==> src/rtl/truth_table_checker_pkg.sv <==
// ---------------------------------------------------------------------------
// truth_table_checker_pkg
//   Shared definitions for the truth table checker: FSM state encodings,
//   number of input vectors of a 3-input block, legal dwell bounds and the
//   dwell counter width.
// ---------------------------------------------------------------------------
package truth_table_checker_pkg;

    localparam int NUM_VEC   = 8;
    localparam int DWELL_MIN = 2;
    localparam int DWELL_MAX = 15;
    localparam int CNT_W     = 4;   // wide enough for DWELL_MAX-1

    typedef enum logic [1:0] {
        ST_IDLE = 2'd0,
        ST_RUN  = 2'd1,
        ST_DONE = 2'd2
    } state_t;

endpackage : truth_table_checker_pkg

==> src/rtl/truth_table_checker_dwell_timer.sv <==
// ---------------------------------------------------------------------------
// dwell_timer
//   Counts the cycles an input vector has been held. tc flags the cycle in
//   which the count has reached DWELL-1, i.e. the compare cycle.
// Ports:
//   clk    in   clock
//   rst_n  in   asynchronous active-low reset
//   clear  in   restart the count at zero (priority over en)
//   en     in   count this cycle; wraps to zero after the terminal count
//   cnt    out  current count
//   tc     out  terminal count (cnt == DWELL-1)
// ---------------------------------------------------------------------------
module dwell_timer
    import truth_table_checker_pkg::*;
#(
    parameter int DWELL = 4
) (
    input  logic             clk,
    input  logic             rst_n,
    input  logic             clear,
    input  logic             en,
    output logic [CNT_W-1:0] cnt,
    output logic             tc
);

    localparam logic [CNT_W-1:0] TC_VAL = CNT_W'(DWELL - 1);

    logic [CNT_W-1:0] cnt_q;
    logic [CNT_W-1:0] cnt_d;

    assign tc  = (cnt_q == TC_VAL);
    assign cnt = cnt_q;

    always_comb begin
        cnt_d = cnt_q;
        if (clear) begin
            cnt_d = '0;
        end else if (en) begin
            cnt_d = tc ? '0 : cnt_q + CNT_W'(1);
        end
    end

    always_ff @(posedge clk or negedge rst_n) begin
        if (!rst_n) begin
            cnt_q <= '0;
        end else begin
            cnt_q <= cnt_d;
        end
    end

endmodule : dwell_timer

==> config.mk <==
export PLATFORM = sky130hd
export DESIGN_NAME = dwell_timer
export DESIGN_NICKNAME = d
export VERILOG_FILES = /design/src/rtl/truth_table_checker_pkg.sv /design/src/rtl/truth_table_checker_dwell_timer.sv
export SDC_FILE = /design/constraint.sdc
export NUM_CORES = 1
export LEC_CHECK = 0
export ABC_AREA = 1
export CAP_MARGIN = 0
export CORE_AREA = 2 2 39 41
export DETAILED_ROUTE_END_ITERATION = 8
export DIE_AREA = 0 0 41 43
export GPL_TIMING_DRIVEN = 0
export PLACE_DENSITY = 0.52
export SLEW_MARGIN = 20
export SYNTH_ARGS = -nofsm -noshare
export SYNTH_HDL_FRONTEND = slang
export SYNTH_SLANG_ARGS = --single-unit
==> constraint.sdc <==
create_clock -name clk -period 1.2 [get_ports clk]
set_clock_uncertainty 0.1 [all_clocks]
set_input_delay 0.36 -clock clk [delete_from_list [all_inputs] [get_ports clk]]
set_output_delay 0.36 -clock clk [all_outputs]
set_load 0.1 [all_outputs]
==> results_dict.tcl, run 1 <==
set metrics [dict create \
    run_status "finished, violations left" \
    violations_in_the_final_reports "setup timing" \
    synth.avg_cell_area_sq_um 7.19 \
    clock_period_minus_worst_slack_ns 1.63 \
    multiInputGateArea_sq_um 183 \
    io_buffer_count 8 \
    gp_congestion 0.752 \
    grt_first_pass_wirelength_mm 1.21 \
    postLayoutSetupSlackWorst_ns -0.429 \
    placed_cells 56 \
    worst-path-max-fanout 2 \
    parity_gate_share_of_the_synthesized_area_counting_xor_and_xnor_cells_pct 0 \
    fin_crit_sh_pct 136 \
    ys_types 11 \
    reg2reg_to "cnt[2]$_DFFE_PN0P_" \
    worst_skew_pair.late_latency_ns 0.25 \
    seqCellArea_sq_um 115 \
    initial_utilization_pct 16.6 \
    synth_seq_area_share_pct 43.5 \
    finish.net_count 62 \
    final_core_utilization_pct 42.9 \
    clock_sinks 4 \
    route.detailed.vias_per_inst 4.14 \
    critPathMaxStageDelay_ns 0.49 \
    synth_fp_nets 37 \
    max-clock-path-buffers 2 \
    filler_instances 132 \
    timing.rr.start "cnt[1]$_DFFE_PN0P_" \
    timing.critical_path.cells "ha_4 -> nand2_4 -> nor2_4 -> buf_12" \
    flip_flop_count_of_the_largest_register_after_layout 4 \
    detailedRoute.firstIterationViolations 4 \
    drtAntennaViolNets 0 \
    slowest_stage "sky130_fd_sc_hd__dfrtp_4" \
    synth_adder_area_share_pct 5.43 \
    p_total_uw 505 \
    drv_cap 0 \
    num_vias 294 \
    cp-end-kind "output port" \
    tritoncts_clock_tree "yes" \
    worstMarginPinSlew_ns 0.279 \
    critical_path_launch_point "cnt[1]$_DFFE_PN0P_" \
    fin_setup_tns_ns -2.43 \
    detail_route.wl_per_cell_um 11.5 \
    chipHeight_um 43 \
    global_route.overflow_total 0 \
    synthesis.yosys.warnings 0 \
    worst_slew_margin_rel_pct 81.4 \
    synth_compound_area_share_pct 8.15 \
    drive_above_1_share_pct 63.6 \
    power_density_nw_per_um2 851 \
    slew_violations 0 \
    dieArea_sq_um 1760 \
    postRouteWirelength_um 814 \
    numCtsBuffers 3 \
    max_freq_ghz 0.614 \
    cts-htree-levels 1 \
    number_of_top_level_pins 9 \
    remaining_drc_errors 0 \
    first_global_vias 289 \
    die_width_um 41 \
    grt.total_usage_pct 11.0 \
    finalSetupViolations 8 \
    p_leak_nw 0.269 \
    post_synth_instance_area_sq_um 230 \
    critPathArrivalTime_ns 1.17 \
    n_antenna_cell 0 \
    drt-pass1-iter-count 2 \
    cts.clk_slew.worst_paths_ns 0.05 \
    layout.cells.non_filler 71 \
    grt_start_max_net_pins 6 \
    setup.worst_path.class "register to output port" \
    grt_setup_unrepaired "yes" \
    vdd.ir_drop.worst_mv 0.512 \
    worstHoldPathType "input pin to asynchronous set/reset pin" \
    timing.hold.ws_ns 0.220 \
    clockRootBuffer "sky130_fd_sc_hd__clkbuf_4" \
    worst_ep_required_time_ns 0.74 \
    synth_instances 32 \
    start_kind "register" \
    synth.mux.area_fraction_pct 0 \
    detailed_place_hpwl_um 419 \
    core_area_sq_um 1380 \
    rrSetupSlack_ns -0.25 \
    cts-hold-fix-buffers 0 \
    rr_worst_depth 7 \
    rows 14 \
    synth_top_family_by_area "simple AND/OR/NAND/NOR gates" \
    finalHoldViolations 0 \
    ys_seq_elements 4 \
    antenna_violations_before_repair 0 \
    synth_simple_gate_area_share_pct 36.4 \
    syn2layout_area_growth_pct 158 \
]
==> critical path, delay by kind of cell, from the launching register on <==
kind,cells,cell delay (ns)
adders and majority gates,1,0.18
buffers and inverters,1,0.15
DFF,1,0.49
and+or+nand+nor,2,0.10
==> synthesized netlist by cell type (all sizes together) <==
| master | instances | area, sq um |
|---|---|---|
| nand2 | 13 | 48.8 |
| nor3 | 1 | 5.00 |
| nor2 | 3 | 13.8 |
| nand4 | 1 | 6.26 |
| inv | 4 | 15.0 |
| ha | 1 | 12.5 |
| a21oi | 3 | 18.8 |
| dfrtp | 4 | 100 |
| nand3 | 2 | 10.0 |
==> what timing repair did <==
action	in CTS	in global routing
endpoints found under the setup margin	5	8
buffers inserted	7	6
resized for setup	49	11
pin swaps	2	3
==> per-stage QoR <==
step / area (sq um) / setup slack [ns]
finish: 593 / -0.429
global route: 593 / -0.457
CTS: 512 / -0.420
floorplan: 273 / -0.640
global placement: 373 / -1.14
detailed placement: 373 / -1.14
==> where the power goes <==
| part | total (mW) | switching, mW | leakage [nW] | internal (mW) |
|---|---|---|---|---|
| combinational | 0.170 | 0.0954 | 0.208 | 0.0742 |
| sequential | 0.152 | 0.00698 | 0.0472 | 0.145 |
| clock | 0.183 | 0.0699 | 0.0138 | 0.113 |
| total | 0.505 | 0.172 | 0.269 | 0.332 |
==> layer usage <==
layer  wire [um]  vias to the layer above  track usage (%)
met4          19                        0             12.0
met1         304                      139             12.6
met3          20                        2             3.14
met5           0                        -                0
li1            -                      147                -
met2         469                        6             14.4
==> cell type report <==
type | instances | share of cell area [%]
timing repair buffer | 20 | 40.1
multi-input combinational | 24 | 30.8
sequential | 4 | 19.4
clock buffer | 3 | 3.80
tap | 16 | 3.38
inverter | 4 | 2.53
==> cell usage in the layout (no fill, tap or decap) <==
master                            instances
sky130_fd_sc_hd__buf_12                   5
sky130_fd_sc_hd__a21oi_4                  2
sky130_fd_sc_hd__inv_2                    1
sky130_fd_sc_hd__nand3_1                  1
sky130_fd_sc_hd__nor2_1                   1
sky130_fd_sc_hd__nand2_2                  1
sky130_fd_sc_hd__dfrtp_4                  4
sky130_fd_sc_hd__nor3_2                   1
sky130_fd_sc_hd__dlymetal6s2s_1           1
sky130_fd_sc_hd__a21oi_2                  1
sky130_fd_sc_hd__clkdlybuf4s50_1          2
sky130_fd_sc_hd__nand2_1                 11
sky130_fd_sc_hd__nand4_1                  1
sky130_fd_sc_hd__inv_1                    3
sky130_fd_sc_hd__nor2_4                   2
sky130_fd_sc_hd__nand2_4                  1
sky130_fd_sc_hd__buf_6                    4
sky130_fd_sc_hd__clkbuf_4                 3
sky130_fd_sc_hd__nand3_2                  1
sky130_fd_sc_hd__ha_4                     1
sky130_fd_sc_hd__buf_4                    8
==> how the worst max path moves through the flow <==
stage	to	slack, ns	cells past startpoint
final	tc	-0.43	4
after global routing	tc	-0.46	4
after CTS	tc	-0.42	4
after detailed placement	tc	-1.14	4
after global placement	tc	-1.14	4
after floorplan	tc	-0.64	3
==> kinds of logic after synthesis <==
logic type               Yosys count
flip-flops                         4
AO/OA/AOI/OAI                      3
buffers and inverters              4
adder cells (fa/ha/maj)            1
AND/OR/NAND/NOR                   20
(Power assumes the default switching activity.)
==> run 2, diff against run 1 <==
--- a/config.mk
+++ b/config.mk
@@ -11,8 +11,7 @@
 export DETAILED_ROUTE_END_ITERATION = 8
 export DIE_AREA = 0 0 41 43
 export GPL_TIMING_DRIVEN = 0
-export PLACE_DENSITY = 0.52
-export SLEW_MARGIN = 20
+export MAX_ROUTING_LAYER = met4
 export SYNTH_ARGS = -nofsm -noshare
 export SYNTH_HDL_FRONTEND = slang
 export SYNTH_SLANG_ARGS = --single-unit
==> results_dict.tcl, run 2 (synthesis gave the netlist of run 1 again) <==
set metrics [dict create \
    run_status "finished, violations left" \
    violations_in_the_final_reports "setup timing" \
    number_of_top_level_pins 9 \
    final_cell_mix "11 x sky130_fd_sc_hd__nand2_1, 6 x sky130_fd_sc_hd__buf_4, 6 x sky130_fd_sc_hd__buf_6" \
    drt-pass1-iter-count 2 \
    rr_worst_depth 6 \
    grt.total_usage_pct 11.5 \
    fin_setup_tns_ns -1.91 \
    start_kind "register" \
    cts.clk_slew.worst_paths_ns 0.04 \
    io_buffer_count 8 \
    layout.cells.non_filler 71 \
    worst-path-max-fanout 2 \
    postLayoutSetupSlackWorst_ns -0.430 \
    chipHeight_um 43 \
    critPathArrivalTime_ns 1.17 \
    finish.net_count 62 \
    setup.worst_path.class "register to output port" \
    remaining_drc_errors 0 \
    reg2reg_to "cnt[2]$_DFFE_PN0P_" \
    clockRootBuffer "sky130_fd_sc_hd__clkbuf_4" \
    filler_instances 120 \
    multiInputGateArea_sq_um 184 \
    grt_setup_unrepaired "yes" \
    cts-hold-fix-buffers 0 \
    critPathMaxStageDelay_ns 0.49 \
    fin_crit_sh_pct 136 \
    n_antenna_cell 0 \
    worstHoldPathType "input pin to asynchronous set/reset pin" \
    p_total_uw 500 \
    slew_violations 0 \
    antenna_violations_before_repair 0 \
    placed_cells 56 \
    postRouteWirelength_um 808 \
    initial_utilization_pct 16.6 \
    cts-htree-levels 1 \
    dp_worst_setup_slack_ns -1.14 \
    worst_slew_margin_rel_pct 80.9 \
    die_width_um 41 \
    drv_cap 0 \
    max-clock-path-buffers 2 \
    timing.critical_path.cells "ha_4 -> nand2_4 -> nor2_4 -> buf_12" \
    clock_period_minus_worst_slack_ns 1.63 \
    slowest_stage "sky130_fd_sc_hd__dfrtp_4" \
    finalSetupViolations 8 \
    drive_above_1_share_pct 65.5 \
    gp_congestion 0.686 \
    timing.rr.start "cnt[1]$_DFFE_PN0P_" \
    global_route.overflow_total 0 \
    worstMarginPinSlew_ns 0.287 \
    rows 14 \
    drtAntennaViolNets 0 \
    first_global_vias 331 \
    layout.cells.most_common "sky130_fd_sc_hd__nand2_1" \
    worst_skew_pair.late_latency_ns 0.24 \
    cp-end-kind "output port" \
    worst_ep_required_time_ns 0.74 \
    power_density_nw_per_um2 828 \
    seqCellArea_sq_um 115 \
    cp_num_buf_inv 1 \
    core_area_sq_um 1380 \
    max_freq_ghz 0.613 \
    num_vias 298 \
    detailedRoute.firstIterationViolations 3 \
    syn2layout_area_growth_pct 162 \
    clock_sinks 4 \
    route.detailed.vias_per_inst 4.20 \
    finalHoldViolations 0 \
    detail_route.wl_per_cell_um 11.4 \
    p_leak_nw 0.275 \
    tritoncts_clock_tree "yes" \
    path_delay_family "flip-flops" \
    timing.hold.ws_ns 0.222 \
    detailed_place_hpwl_um 419 \
    rrSetupSlack_ns -0.15 \
    dieArea_sq_um 1760 \
    grt_first_pass_wirelength_mm 1.26 \
    grt_start_max_net_pins 6 \
    numCtsBuffers 3 \
    flip_flop_count_of_the_largest_register_after_layout 4 \
    vdd.ir_drop.worst_mv 0.401 \
]
run 2: final cells by class:
class | instances | share of cell area [%]
repair buffers | 20 | 40.6
multi-input cells | 24 | 30.4
flip-flops and latches | 4 | 19.0
clock buffers | 3 | 3.73
well taps | 16 | 3.31
inverters | 4 | 2.90
run 2: stage by stage:
stage / utilization [%] / area [sq um]
detailed placement: 26.9 / 373
global placement: 26.9 / 373
global route: 43.7 / 604
finish: 43.7 / 604
CTS: 39.2 / 542
floorplan: - / 273
run 2: routing by layer:
| metal | wire length (um) | vias up | track usage (%) |
|---|---|---|---|
| met5 | 0 | - | - |
| met1 | 339 | 139 | 11.8 |
| li1 | - | 149 | - |
| met3 | 26 | 2 | 3.14 |
| met2 | 421 | 8 | 17.8 |
| met4 | 20 | 0 | 8.00 |
run 2: worst max path at each step:
stage | cells after the start | slack [ns] | end | from
2_1_floorplan | 3 | -0.64 | tc | cnt[0]$_DFFE_PN0P_
6_report | 4 | -0.43 | tc | cnt[1]$_DFFE_PN0P_
3_5_place_dp | 4 | -1.14 | tc | cnt[0]$_DFFE_PN0P_
4_1_cts | 4 | -0.42 | tc | cnt[1]$_DFFE_PN0P_
3_3_place_gp | 4 | -1.13 | tc | cnt[0]$_DFFE_PN0P_
5_1_grt | 4 | -0.45 | tc | cnt[1]$_DFFE_PN0P_
run 2: power by group:
| group | internal (mW) | switching [mW] | total [mW] |
|---|---|---|---|
| registers | 0.146 | 0.00741 | 0.153 |
| clock network | 0.112 | 0.0634 | 0.176 |
| logic | 0.0756 | 0.0960 | 0.172 |
| total | 0.334 | 0.167 | 0.500 |
run 2: what timing repair did:
action                                  CTS  global route
resized for setup                        51            12
endpoints found under the hold margin     0             0
pin swaps                                 3             9
cloned                                    0             0
setup buffers                            10             2
endpoints found under the setup margin    5             9
